<file path="src/rtl/cpu_mem_tile.sv">
// cpu_mem_tile: single-issue 16-bit core fused with a private single-port data
// memory. One 32-bit instruction is fetched per cycle from an external
// combinational program store addressed by progctr and retired on the next
// rising edge.
//
// Optional feature macro: CPU_DEBUG_EN. When it is defined, the debug port
// halts the core and gives register read/write access. When it is undefined,
// the debug inputs are ignored, the core always runs, and debug_stopped and
// debug_rdata are 0.
//
// Ports:
//   clk, rst       clock; synchronous active-high reset
//   opcode         instruction word at progctr
//   prng_in        random operand source
//   debug_mode     00 run, anything else halt
//   debug_sel      debug register select (0 pc, 1 reg1, 2 reg2, 3 mem_raddr,
//                  4 timer, 5 mem_rdata, 6 opcode[15:0])
//   debug_we       debug write strobe (selects 0-4, only while halted)
//   debug_wdata    debug write data
//   progctr        current program counter
//   mem_we         memory write this cycle
//   mem_waddr      memory write address
//   mem_wspread    number of extra consecutive words written
//   mem_wdata      memory write data
//   mem_raddr      memory read-address register
//   mem_rdata      mem[mem_raddr], combinational (source "t")
//   debug_stopped  core is halted
//   debug_rdata    selected debug register
module cpu_mem_tile #(
   parameter int unsigned DATA_WIDTH   = 16,
   parameter int unsigned PC_WIDTH     = 8,
   parameter int unsigned ADDR_WIDTH   = 8,
   parameter int unsigned SPREAD_WIDTH = 2,
   parameter int unsigned INSTR_WIDTH  = 32,
   parameter int unsigned DEPTH        = 16
) (
   input  logic                    clk,
   input  logic                    rst,
   input  logic [INSTR_WIDTH-1:0]  opcode,
   input  logic [DATA_WIDTH-1:0]   prng_in,
   input  logic [1:0]              debug_mode,
   input  logic [3:0]              debug_sel,
   input  logic                    debug_we,
   input  logic [DATA_WIDTH-1:0]   debug_wdata,
   output logic [PC_WIDTH-1:0]     progctr,
   output logic                    mem_we,
   output logic [ADDR_WIDTH-1:0]   mem_waddr,
   output logic [SPREAD_WIDTH-1:0] mem_wspread,
   output logic [DATA_WIDTH-1:0]   mem_wdata,
   output logic [ADDR_WIDTH-1:0]   mem_raddr,
   output logic [DATA_WIDTH-1:0]   mem_rdata,
   output logic                    debug_stopped,
   output logic [DATA_WIDTH-1:0]   debug_rdata
);

   localparam int unsigned IDX_W = (DEPTH > 1) ? $clog2(DEPTH) : 1;

   typedef enum logic [2:0] {
      SRC_REG1  = 3'b000,
      SRC_REG2  = 3'b001,
      SRC_PC    = 3'b010,
      SRC_T     = 3'b011,
      SRC_IMM   = 3'b100,
      SRC_PRNG  = 3'b101,
      SRC_TIMER = 3'b110,
      SRC_ONE   = 3'b111
   } src_e;

   typedef enum logic [3:0] {
      ALU_B   = 4'b0000,
      ALU_AND = 4'b0001,
      ALU_OR  = 4'b0010,
      ALU_A   = 4'b0011,
      ALU_XOR = 4'b0100,
      ALU_NOT = 4'b0101,
      ALU_SHL = 4'b0110,
      ALU_SHR = 4'b0111,
      ALU_SAR = 4'b1000,
      ALU_SLT = 4'b1001,
      ALU_ADD = 4'b1010,
      ALU_SUB = 4'b1011,
      ALU_EQ  = 4'b1100
   } alu_e;

   typedef enum logic [1:0] {
      COND_ALWAYS     = 2'b00,
      COND_NEG        = 2'b01,
      COND_ZERO       = 2'b10,
      COND_ALWAYS_ALT = 2'b11
   } cond_e;

   typedef enum logic [2:0] {
      DST_NONE     = 3'b000,
      DST_REG1     = 3'b001,
      DST_REG2     = 3'b010,
      DST_PC       = 3'b011,
      DST_RADDR    = 3'b100,
      DST_BOTH     = 3'b101,
      DST_NONE_ALT = 3'b110,
      DST_MEM      = 3'b111
   } dst_e;

   // Architectural state
   logic [DATA_WIDTH-1:0] reg1;
   logic [DATA_WIDTH-1:0] reg2;
   logic [DATA_WIDTH-1:0] timer;
   logic [DATA_WIDTH-1:0] mem [DEPTH];

   // Instruction fields
   src_e                  src_a;
   src_e                  src_b;
   logic                  enable;
   cond_e                 cond;
   alu_e                  alu_op;
   dst_e                  dest;
   logic [DATA_WIDTH-1:0] imm;

   logic [DATA_WIDTH-1:0] opa;
   logic [DATA_WIDTH-1:0] opb;
   logic [DATA_WIDTH-1:0] result;
   logic                  cond_ok;
   logic                  exec;
   logic                  halted;
   logic                  dbg_wr;
   logic [IDX_W-1:0]      waddr_idx;
   logic [DEPTH-1:0]      word_we;

   assign src_a  = src_e'(opcode[31:29]);
   assign src_b  = src_e'(opcode[28:26]);
   assign enable = opcode[25];
   assign cond   = cond_e'(opcode[24:23]);
   assign alu_op = alu_e'(opcode[22:19]);
   assign dest   = dst_e'(opcode[18:16]);
   assign imm    = DATA_WIDTH'(opcode[15:0]);

   assign mem_rdata = mem[mem_raddr[IDX_W-1:0]];

   function automatic logic [DATA_WIDTH-1:0] operand(input src_e sel);
      logic [DATA_WIDTH-1:0] val;
      val = '0;
      case (sel)
         SRC_REG1:  val = reg1;
         SRC_REG2:  val = reg2;
         SRC_PC:    val = DATA_WIDTH'(progctr);
         SRC_T:     val = mem_rdata;
         SRC_IMM:   val = imm;
         SRC_PRNG:  val = prng_in;
         SRC_TIMER: val = timer;
         default:   val = DATA_WIDTH'(1);
      endcase
      return val;
   endfunction

   always_comb begin
      opa = operand(src_a);
      opb = operand(src_b);
   end

   always_comb begin
      result = '0;
      case (alu_op)
         ALU_B:   result = opb;
         ALU_AND: result = opa & opb;
         ALU_OR:  result = opa | opb;
         ALU_A:   result = opa;
         ALU_XOR: result = opa ^ opb;
         ALU_NOT: result = ~opa;
         ALU_SHL: result = {opa[DATA_WIDTH-2:0], 1'b0};
         ALU_SHR: result = {1'b0, opa[DATA_WIDTH-1:1]};
         ALU_SAR: result = {opa[DATA_WIDTH-1], opa[DATA_WIDTH-1:1]};
         ALU_SLT: result = DATA_WIDTH'($signed(opa) < $signed(opb));
         ALU_ADD: result = opa + opb;
         ALU_SUB: result = opa - opb;
         ALU_EQ:  result = DATA_WIDTH'(opa == opb);
         default: result = '0;
      endcase
   end

   always_comb begin
      cond_ok = 1'b1;
      case (cond)
         COND_NEG:  cond_ok = reg1[DATA_WIDTH-1];
         COND_ZERO: cond_ok = (reg1 == '0);
         default:   cond_ok = 1'b1;
      endcase
   end

   // Reset is folded in so an instruction in flight during reset never writes.
   assign exec = enable & cond_ok & ~halted & ~rst;

   assign mem_we      = exec && (dest == DST_MEM);
   assign mem_waddr   = mem_we ? opcode[ADDR_WIDTH+3:4] : '0;
   assign mem_wspread = mem_we ? opcode[SPREAD_WIDTH-1:0] : '0;
   assign mem_wdata   = mem_we ? result : '0;
   assign waddr_idx   = mem_waddr[IDX_W-1:0];

   // A word is hit when its distance above the start address (mod DEPTH)
   // lies within the spread, which gives wrap-around for free.
   always_comb begin
      word_we = '0;
      for (int unsigned w = 0; w < DEPTH; w++) begin
         word_we[w] = mem_we &&
                      (IDX_W'(IDX_W'(w) - waddr_idx) <= IDX_W'(mem_wspread));
      end
   end

   always_ff @(posedge clk) begin
      if (rst) begin
         for (int unsigned i = 0; i < DEPTH; i++) begin
            mem[i] <= '0;
         end
      end else begin
         for (int unsigned i = 0; i < DEPTH; i++) begin
            if (word_we[i]) begin
               mem[i] <= mem_wdata;
            end
         end
      end
   end

`ifdef CPU_DEBUG_EN
   assign halted = (debug_mode != 2'b00);
   assign dbg_wr = halted & debug_we;

   always_comb begin
      debug_rdata = '0;
      case (debug_sel)
         4'd0:    debug_rdata = DATA_WIDTH'(progctr);
         4'd1:    debug_rdata = reg1;
         4'd2:    debug_rdata = reg2;
         4'd3:    debug_rdata = DATA_WIDTH'(mem_raddr);
         4'd4:    debug_rdata = timer;
         4'd5:    debug_rdata = mem_rdata;
         4'd6:    debug_rdata = DATA_WIDTH'(opcode[15:0]);
         default: debug_rdata = '0;
      endcase
   end
`else
   logic unused_dbg;

   assign halted      = 1'b0;
   assign dbg_wr      = 1'b0;
   assign debug_rdata = '0;
   assign unused_dbg  = ^{debug_mode, debug_we};
`endif

   assign debug_stopped = halted;

   // Later assignments win: an executed dest=pc overrides the increment, and a
   // debug write (only possible while halted, so never alongside exec)
   // overrides both the hold and the free-running timer increment.
   always_ff @(posedge clk) begin
      if (rst) begin
         progctr   <= '0;
         reg1      <= '0;
         reg2      <= '0;
         mem_raddr <= '0;
         timer     <= '0;
      end else begin
         timer <= timer + DATA_WIDTH'(1);
         if (!halted) begin
            progctr <= progctr + PC_WIDTH'(1);
         end
         if (exec) begin
            case (dest)
               DST_REG1:  reg1 <= result;
               DST_REG2:  reg2 <= result;
               DST_PC:    progctr <= result[PC_WIDTH-1:0];
               DST_RADDR: mem_raddr <= result[ADDR_WIDTH-1:0];
               DST_BOTH: begin
                  reg1 <= result;
                  reg2 <= result;
               end
               default: ;
            endcase
         end
         if (dbg_wr) begin
            case (debug_sel)
               4'd0:    progctr <= debug_wdata[PC_WIDTH-1:0];
               4'd1:    reg1 <= debug_wdata;
               4'd2:    reg2 <= debug_wdata;
               4'd3:    mem_raddr <= debug_wdata[ADDR_WIDTH-1:0];
               4'd4:    timer <= debug_wdata;
               default: ;
            endcase
         end
      end
   end

endmodule

</file>
<file path="config.mk">
export PLATFORM = sky130hd
export DESIGN_NAME = cpu_mem_tile
export DESIGN_NICKNAME = d
export VERILOG_FILES = /design/src/rtl/cpu_mem_tile.sv
export SDC_FILE = /design/constraint.sdc
export NUM_CORES = 1
export LEC_CHECK = 0
export CAP_MARGIN = 5
export CORE_MARGIN = 4
export CORE_UTILIZATION = 40
export DETAILED_ROUTE_END_ITERATION = 6
export GPL_TIMING_DRIVEN = 1
export PLACE_DENSITY = 0.57
export SETUP_SLACK_MARGIN = 0.1
export SLEW_MARGIN = 20
export SYNTH_ARGS = -nofsm -noshare
export SYNTH_HDL_FRONTEND = slang
export SYNTH_SLANG_ARGS = --single-unit
</file>
<file path="constraint.sdc">
create_clock -name clk -period 5.62 [get_ports clk]
set_clock_uncertainty 0.2 [all_clocks]
set_input_delay 0.843 -clock clk [delete_from_list [all_inputs] [get_ports clk]]
set_output_delay 0.843 -clock clk [all_outputs]
set_load 0.02 [all_outputs]
</file>
### Word-level counts from Yosys, hierarchy flattened

Memories as Yosys holds them, arrays and structs flattened. A register that Yosys moved wholly into a read port is not among the register bits.
Cells that the tools add are included.

* bits in registers: 64
* RAM bits: 256
* bits of input ports: 73
* output and inout bits: 76
* logic and storage cells: 202
* memories: 1

Memories
* mem: depth 16, width 16, rd ports 1, clocked after memory_dff 1, wr ports 16, RTL line 107 `logic [DATA_WIDTH-1:0] mem [DEPTH];`

* add/sub/neg operators: 20
* order comparisons: 17
* equality and inequality tests: 33
* mux-type cells: 77
* bitwise gates (word level): 23
* reduce and logical (&&, ||, !) cells: 26

Operator list (number)
* $mux W16: 17
* $pmux W16 S7: 2
* $pmux W16 S13: 1
* $le A4 B2 Y1: 16
* $mux W1: 50
* $sub A4 B4 Y4 const A: 8
* $eq A3 B3 Y1 const B: 9
* $mux W8: 3
* $eq A4 B4 Y1 const B: 5
* $eq A3 B2 Y1 const B: 6
* $logic_and A1 B1 Y1: 17
* $add A16 B1 Y16 const B: 1
* $add A16 B16 Y16: 1
* $and A16 B16 Y16: 1
* $eq A16 B16 Y1: 1
* $eq A4 B3 Y1 const B: 4
* $logic_not A16 Y1: 1
* $lt A16 B16 Y1: 1
* $not A16 Y16: 1
* $or A1 B1 Y1: 16
* $or A16 B16 Y16: 1
* $sub A16 B16 Y16: 1
* $sub A3 B4 Y4 const A: 4
* $xor A16 B16 Y16: 1
* other kinds (17): 28

### Logic depth before layout (Yosys ltp)

Gate-level depths: netlist of the first run.

* word-level depth: 13
* gate-level depth with buffers: 21
* depth with buffers taken out: 18

### Worst setup path after synthesis of the first run

No wires, ideal clock.

* path kind: input to output
* start point: input port opcode[29]
* end point: output port mem_wdata[15]
* arrival: 4737 ps
* data required time: 4577 ps
* setup slack: -160 ps
* cell stages on the path: 18
* path buffers: 4
* cell sequence: buf_2 buf_1 clkbuf_1 nand3_1 o21ai_0 a222oi_1 o21ai_1 inv_1 ha_1 a21oi_1 o2111ai_1 a31oi_1 nor3b_1 mux2i_1 a22oi_1 and3_1 buf_1 nor2_1

* cells in the longest elaborated chain, start to end: 5
* elaborated cells on any way between the ends: 16
* those cells by class: 2 x add/sub; 6 x eq/ne; 3 x mux; 4 x bitwise; 1 x reduce/logical

RTL lines
* start: declaration: RTL line 39 `input logic [INSTR_WIDTH-1:0] opcode,`
* $eq A3 B3 Y1 (tied with other cells): RTL line 141 `case (sel)`
* $pmux W16 S7 *: RTL line 141
* $sub A16 B16 Y16 (tied with other cells): RTL line 173 `ALU_SUB: result = opa - opb;`
* $pmux W16 S13 *: RTL line 161 `case (alu_op)`
* $mux W16 *: RTL line 194 `assign mem_wdata = mem_we ? result : '0;`
* end: declaration: RTL line 49 `output logic [DATA_WIDTH-1:0] mem_wdata,`

Every way passes the cells marked *; elsewhere a longest branch is shown, timed or not.

==> results of run 1 <==
routing by layer:
| layer | vias to the layer above | GRT usage, % | share of wire [%] |
|---|---|---|---|
| met3 | 151 | 4.77 | 7.8 |
| li1 | 7765 | - | - |
| met4 | 0 | 9.53 | 3.4 |
| met1 | 8678 | 40.4 | 42 |
| met2 | 837 | 48.1 | 47 |
| met5 | - | 0 | 0 |
layout by cell type (no fill, tap or decap), drive strengths merged, types with 19 or more instances in the layout:
cell	netlist	final
a211oi	30	30
a21oi	49	49
buf	72	548
clkbuf	82	47
clkdlybuf4s50	0	85
dfxtp	68	68
edfxtp	256	256
ha	65	65
inv	71	75
mux2	30	30
mux2i	66	66
mux4	65	65
nand2	99	99
nand2b	27	27
nand3	37	37
nand3b	38	38
nor2	295	295
nor2b	21	21
nor3	30	30
o21ai	92	92
xnor2	21	21
xor2	19	19
state kept, by name, summed over array words and instances (netlist names), named ones only:
name	cells
progctr	8
reg2	16
mem_raddr	8
reg1	16
timer	16
mem	256
worst min-delay path: stages (launching register included):
cell and delay (ns):
dfxtp_1 0.31, nand3b_1 0.07, o21ai_1 0.06
worst max path at each step:
stage                                to  slack, ns  cells after the start
final                     mem_wdata[14]      -0.35                     17
after global routing      mem_wdata[14]      -0.47                     21
after CTS                  mem_wdata[3]      -0.30                     18
after detailed placement  mem_wdata[14]      -1.03                     19
after global placement    mem_wdata[14]      -1.12                     18
after floorplan           mem_wdata[12]       0.09                     18
cell type report:
class                   instances  area [µm²]  share of cell area [%]
multi-input cells            1280       10600                    38.7
flip-flops and latches        324        9060                    33.0
repair buffers                640        5490                    20.0
clock buffers                  45         956                    3.49
well taps                     615         769                    2.81
inverters                      72         272                   0.990
clock inverters                19         268                   0.976
power by group:
| part | leakage (nW) | internal, mW | total, mW | switching, mW |
|---|---|---|---|---|
| Clock | 0.589 | 1.49 | 2.48 | 0.987 |
| Combinational | 7.03 | 0.752 | 1.70 | 0.945 |
| Sequential | 3.18 | 2.66 | 2.69 | 0.0343 |
| Total | 10.8 | 4.91 | 6.87 | 1.97 |
repair_timing:
item / 4_1_cts / 5_1_grt
hold buffers: 0 / 0
gates cloned: 1 / 1
pin swaps: 55 / 70
setup endpoints to repair: 22 / 16
setup buffers: 29 / 45
resized for setup: 246 / 110
cells by family (layout without fill, tap and decap cells):
group / Yosys count / after routing / synth area share, %
DFF: 324 / 324 / 46.6
AOI/OAI and AO/OA: 359 / 359 / 13.5
xor gates and xnor gates: 40 / 40 / 1.80
adders and majority gates: 67 / 67 / 4.40
buffers and inverters: 226 / 776 / 5.36
muxes: 161 / 161 / 12.7
and+or+nand+nor: 636 / 636 / 15.6
other: 1 / 17 / 0.0193
==> results_dict.tcl, run 1 <==
set metrics [dict create \
    run_status "finished, violations left" \
    failed_checks "negative setup slack" \
    rsz0062_at_grt "true" \
    whs_ns 0.286 \
    crit_slowest_cell "mux4_2" \
    post-route-drc-count 0 \
    rows 80 \
    report.final.setup_viol 16 \
    drive_gt1_share_pct 37.8 \
    timing.hold.worst_endpoint "reg2[3]" \
    floorplan.die.height_um 228 \
    synthesis.area_per_instance_um2 10.7 \
    synth-edff-count 256 \
    antenna_found_initial 0 \
    synth.cell_area_um2 19400 \
    clock_latency_ns 0.55 \
    hold_path_class "reg2reg" \
    clock_sink_count 324 \
    fin_nets 2495 \
    finalHoldViolCount 0 \
    regToRegSetupSlack_ns 0.58 \
    stdcell_area_um2 27400 \
    die_area_um2 52100 \
    drt_iter0_drc 1879 \
    synth.yosys.warnings 0 \
    power_leakage_nw 10.8 \
    grt_max_degree 81 \
    post-synth-top-count-cell "nor2_1" \
    initial_cell_density_of_the_core_pct 40.6 \
    grt_pass1_wl_um 115000 \
    finalCritPeriodShare_pct 106 \
    netlist_top_cells_area "edfxtp_1 40%, mux4_2 7.5%, dfxtp_1 7.0%, nor2_1 5.7%, ha_1 4.2%" \
    timing.setup.critical_path_class "reg2out" \
    final_cells 2995 \
    cts_root_buf "clkbuf_16" \
    holdPathStages 2 \
    port_buffers 108 \
    post_synthesis_instance_total 1814 \
    placed_area_um2 24200 \
    die_width_um 228 \
    detailroute.via_count 17400 \
    timing.fmax_mhz 168 \
    ys_types 89 \
    postLayoutSetupSlackWorst_ns -0.346 \
    clkTransAtPathRegs_ns 0.06 \
    arrival_time_of_data_at_the_critical_path_endpoint_ns 4.92 \
    dominantRegCellSynth "edfxtp_1" \
    synth.yosys.seq_area_share_pct 46.6 \
    dpl_worst_slack_ns -1.03 \
    htree_num_levels 2 \
    avgViaCountPerCell 5.82 \
    core_um2 47800 \
    cts-root-to-sink-buffers 3 \
    worst_setup_path_start_kind "flop" \
    n_fill_cell 4124 \
    number_of_buffers_created_by_cts 37 \
    reg2regPathDepth 18 \
    crit-reg2reg-capture "mem[15][5]" \
    finalPower_mw 6.87 \
    period_needed_ns 5.97 \
    globalRouteOverflowTotal 0 \
    synth-async-reset-ratio_pct 0 \
    post_synth_most_frequent_cells "295 x nor2_1, 256 x edfxtp_1, 99 x nand2_1, 82 x clkbuf_1, 68 x dfxtp_1" \
    synthDominantAreaCellType "edfxtp_1" \
    groute.usage.overall_pct 29.5 \
    hpwl_um 58900 \
    timing.critical_path.max_delay_family "compound AO/OA/AOI/OAI gates" \
    cap_violations 0 \
    vdd.ir_drop.worst_uv 298 \
    finalWeightedCongestion 0.957 \
    antennaDiodeCount 0 \
    area_growth_pct 41.3 \
    worstPathMaxFanout 7 \
    route.final.wire_length_um 79400 \
    drt_wl_cell_um 26.5 \
    drt_pass1_iterations 5 \
    post-synth-top-area-fraction_pct 39.6 \
    slew_headroom_pct 30.4 \
    crit_chain "buf_12, mux4_2, mux2_4, and2_4, a21o_4, a21boi_4, inv_2, ha_4, o311a_4, o31a_1, o311a_1, nor3_2, nor3b_2, a211oi_2, buf_4, nor2_4, buf_6" \
    postLayoutCoreUtil_pct 57.3 \
    placed_cells_incl_taps 2855 \
    ioPinCount 149 \
    timing.setup.tns_ns -2.96 \
    final-max-slew-violation-count 0 \
    cts_tree "yes" \
    worst_setup_path_end_kind "primary output" \
    worst_pin_slew_ns 1.04 \
    synth_seq_cells 324 \
    drt.antenna.violating_nets 0 \
    data_required_time_at_the_worst_endpoint_ns 4.58 \
    slowest_delay_ns 0.50 \
    timing.hold.worst.start "reg2[3]" \
    critical_path_buf_inv_count 4 \
    p_per_area_nw_per_um2 251 \
    first_global_vias 17400 \
]
Power figures use the tool's default switching activity.
==> run 2, diff against run 1 <==
- ABC_AREA: not set -> 1
==> results_dict.tcl, run 2 <==
set metrics [dict create \
    final_cells 3710 \
    synth_seq_cells 324 \
    drt_pass1_iterations 6 \
    cts-root-to-sink-buffers 3 \
    port_buffers 108 \
    fin_nets 3161 \
    postLayoutCoreUtil_pct 52.9 \
    crit-reg2reg-capture "mem[14][15]" \
    cts_root_buf "clkbuf_16" \
    initial_cell_density_of_the_core_pct 40.7 \
    drive_gt1_share_pct 23.3 \
    hold_path_class "reg2reg" \
    stdcell_area_um2 26000 \
    synth-edff-count 256 \
    seq_power_share_pct 43.1 \
    grt_max_degree 50 \
    timing.fmax_mhz 182 \
    antenna_found_initial 0 \
    synth.yosys.seq_area_share_pct 45.2 \
    crit_slowest_cell "dfxtp_4" \
    finalHoldViolCount 0 \
    postLayoutSetupSlackWorst_ns 0.133 \
    drt.antenna.violating_nets 0 \
    hold_buffers 0 \
    area_growth_pct 30.0 \
    critical_path_buf_inv_count 6 \
    placed_area_um2 24000 \
    post-synth-top-area-fraction_pct 38.4 \
    htree_num_levels 2 \
    most_frequent_standard_cell_in_the_layout_excluding_fill_and_tap_cells "nand2_1" \
    number_of_buffers_created_by_cts 36 \
    final-max-slew-violation-count 0 \
    first_global_vias 18700 \
    dpl_worst_slack_ns -0.814 \
    power_leakage_nw 11.9 \
    slew_headroom_pct 35.5 \
    regMostFlops "mem" \
    rsz0062_at_grt "true" \
    cts_tree "yes" \
    dominantRegCellSynth "edfxtp_1" \
    holdPathStages 1 \
    synthDominantAreaCellType "edfxtp_1" \
    post_synthesis_instance_total 2616 \
    route.final.wire_length_um 76000 \
    placed_cells_incl_taps 3618 \
    finalCritPeriodShare_pct 97.6 \
    post-route-drc-count 0 \
    avgViaCountPerCell 5.22 \
    die_width_um 232 \
    clock_power_share_pct 35.2 \
    netlist_top_cells_area "edfxtp_1 38%, nand2_1 11%, nand3_1 6.9%, dfxtp_1 6.8%, nor2_1 6.6%" \
    worstSetupPathDepth 25 \
    finalWeightedCongestion 0.966 \
    drt_wl_cell_um 20.5 \
    cap_violations 0 \
    report.final.setup_viol 0 \
    detailroute.via_count 19400 \
    hpwl_um 55700 \
    timing.setup.critical_path_class "reg2out" \
    worst_setup_path_end_kind "primary output" \
    power.share.switching_pct 29.4 \
    die_area_um2 53700 \
    p_per_area_nw_per_um2 240 \
    floorplan.die.height_um 232 \
    drt_iter0_drc 1616 \
    globalRouteOverflowTotal 0 \
    post-synth-top-count-cell "nand2_1" \
    synth.cell_area_um2 20000 \
    core_um2 49300 \
    clkTransAtPathRegs_ns 0.06 \
    post_synth_most_frequent_cells "599 x nand2_1, 353 x nor2_1, 340 x inv_1, 278 x nand3_1, 256 x edfxtp_1" \
    worst_pin_slew_ns 0.961 \
    clock_latency_ns 0.57 \
    synth-async-reset-ratio_pct 0 \
    arrival_time_of_data_at_the_critical_path_endpoint_ns 4.44 \
    total_switching_power_mw 1.84 \
    largest_reg_flops 256 \
    synth.yosys.warnings 0 \
    timing.critical_path.max_delay_family "simple AND/OR/NAND/NOR gates" \
    crit_path_to "mem_wdata[5]" \
    antennaDiodeCount 0 \
    vdd.ir_drop.worst_uv 209 \
    slowest_delay_ns 0.51 \
    clock_sink_count 324 \
    rows 81 \
    worst_setup_path_start_kind "flop" \
    grt_pass1_wl_um 112000 \
    reg2regPathDepth 27 \
    synthesis.area_per_instance_um2 7.66 \
    cellInternalPower_mw 4.42 \
    run_status "completed" \
    groute.usage.overall_pct 27.2 \
    worstPathMaxFanout 14 \
    n_fill_cell 4766 \
    final_cell_mix "565 x nand2_1, 343 x buf_4, 339 x nor2_1" \
    ys_types 52 \
    period_needed_ns 5.49 \
    ioPinCount 149 \
    whs_ns 0.246 \
    finalPower_mw 6.25 \
    data_required_time_at_the_worst_endpoint_ns 4.58 \
    timing.setup.tns_ns 0 \
    regToRegSetupSlack_ns 1.23 \
    power.share.combinational_pct 21.7 \
]
## run 2: cell count changes after synthesis, moves of 58 or more
cell     previous run  this run
nand3_1            37       278
nand2_1            99       599
nor2_1            295       353
mux4_2             65         0
inv_1              66       340
mux2i_1            65         0
## run 2: cell families (layout without fill, tap and decap cells)
family	Yosys count	in the layout	share of synthesized area [%]
other	1	17	0.0187
buffers and inverters	505	919	10.6
AOI/OAI and AO/OA	306	306	8.92
and+or+nand+nor	1402	1402	30.6
xor gates and xnor gates	11	11	0.481
DFF	324	324	45.2
adders and majority gates	67	67	4.26
## run 2: worst min path at each step
stage / startpoint / slack, ns / to
finish: timer[14] / 0.25 / timer[14]
detailed placement: timer[14] / 0.24 / timer[14]
global route: timer[14] / 0.27 / timer[14]
floorplan: timer[14] / 0.23 / timer[14]
CTS: timer[14] / 0.25 / timer[14]
global placement: timer[14] / 0.24 / timer[14]
## run 2: timing repair
item	in CTS	in global routing
gates cloned	2	6
pin swaps	14	38
buffers inserted	4	17
setup endpoints to repair	16	16
gates resized for setup	114	116
## run 2: area by class of cell
type | count | area, µm² | area share, %
Timing Repair Buffer | 474 | 4110 | 15.8
Multi-Input combinational cell | 1803 | 9540 | 36.6
Sequential cell | 324 | 9050 | 34.8
Inverter | 382 | 1440 | 5.54
Clock buffer | 46 | 948 | 3.64
Clock inverter | 17 | 114 | 0.437
Tap cell | 664 | 831 | 3.19
## run 2: power by group through the flow
stage	clock network (mW)	registers [mW]	logic (mW)
after floorplan	0	2.74	0.604
after global placement	0	2.74	1.23
after detailed placement	0	2.74	1.24
after CTS	2.23	2.69	1.28
after global routing	2.32	2.70	1.46
final	2.20	2.69	1.36
## run 2: routing by layer
layer	track usage [%]	wire length, µm	vias to the layer above
met5	0	0	-
met4	11.0	3380	0
met3	4.13	4750	169
met2	47.5	37200	667
met1	33.8	30700	9236
li1	-	-	9305
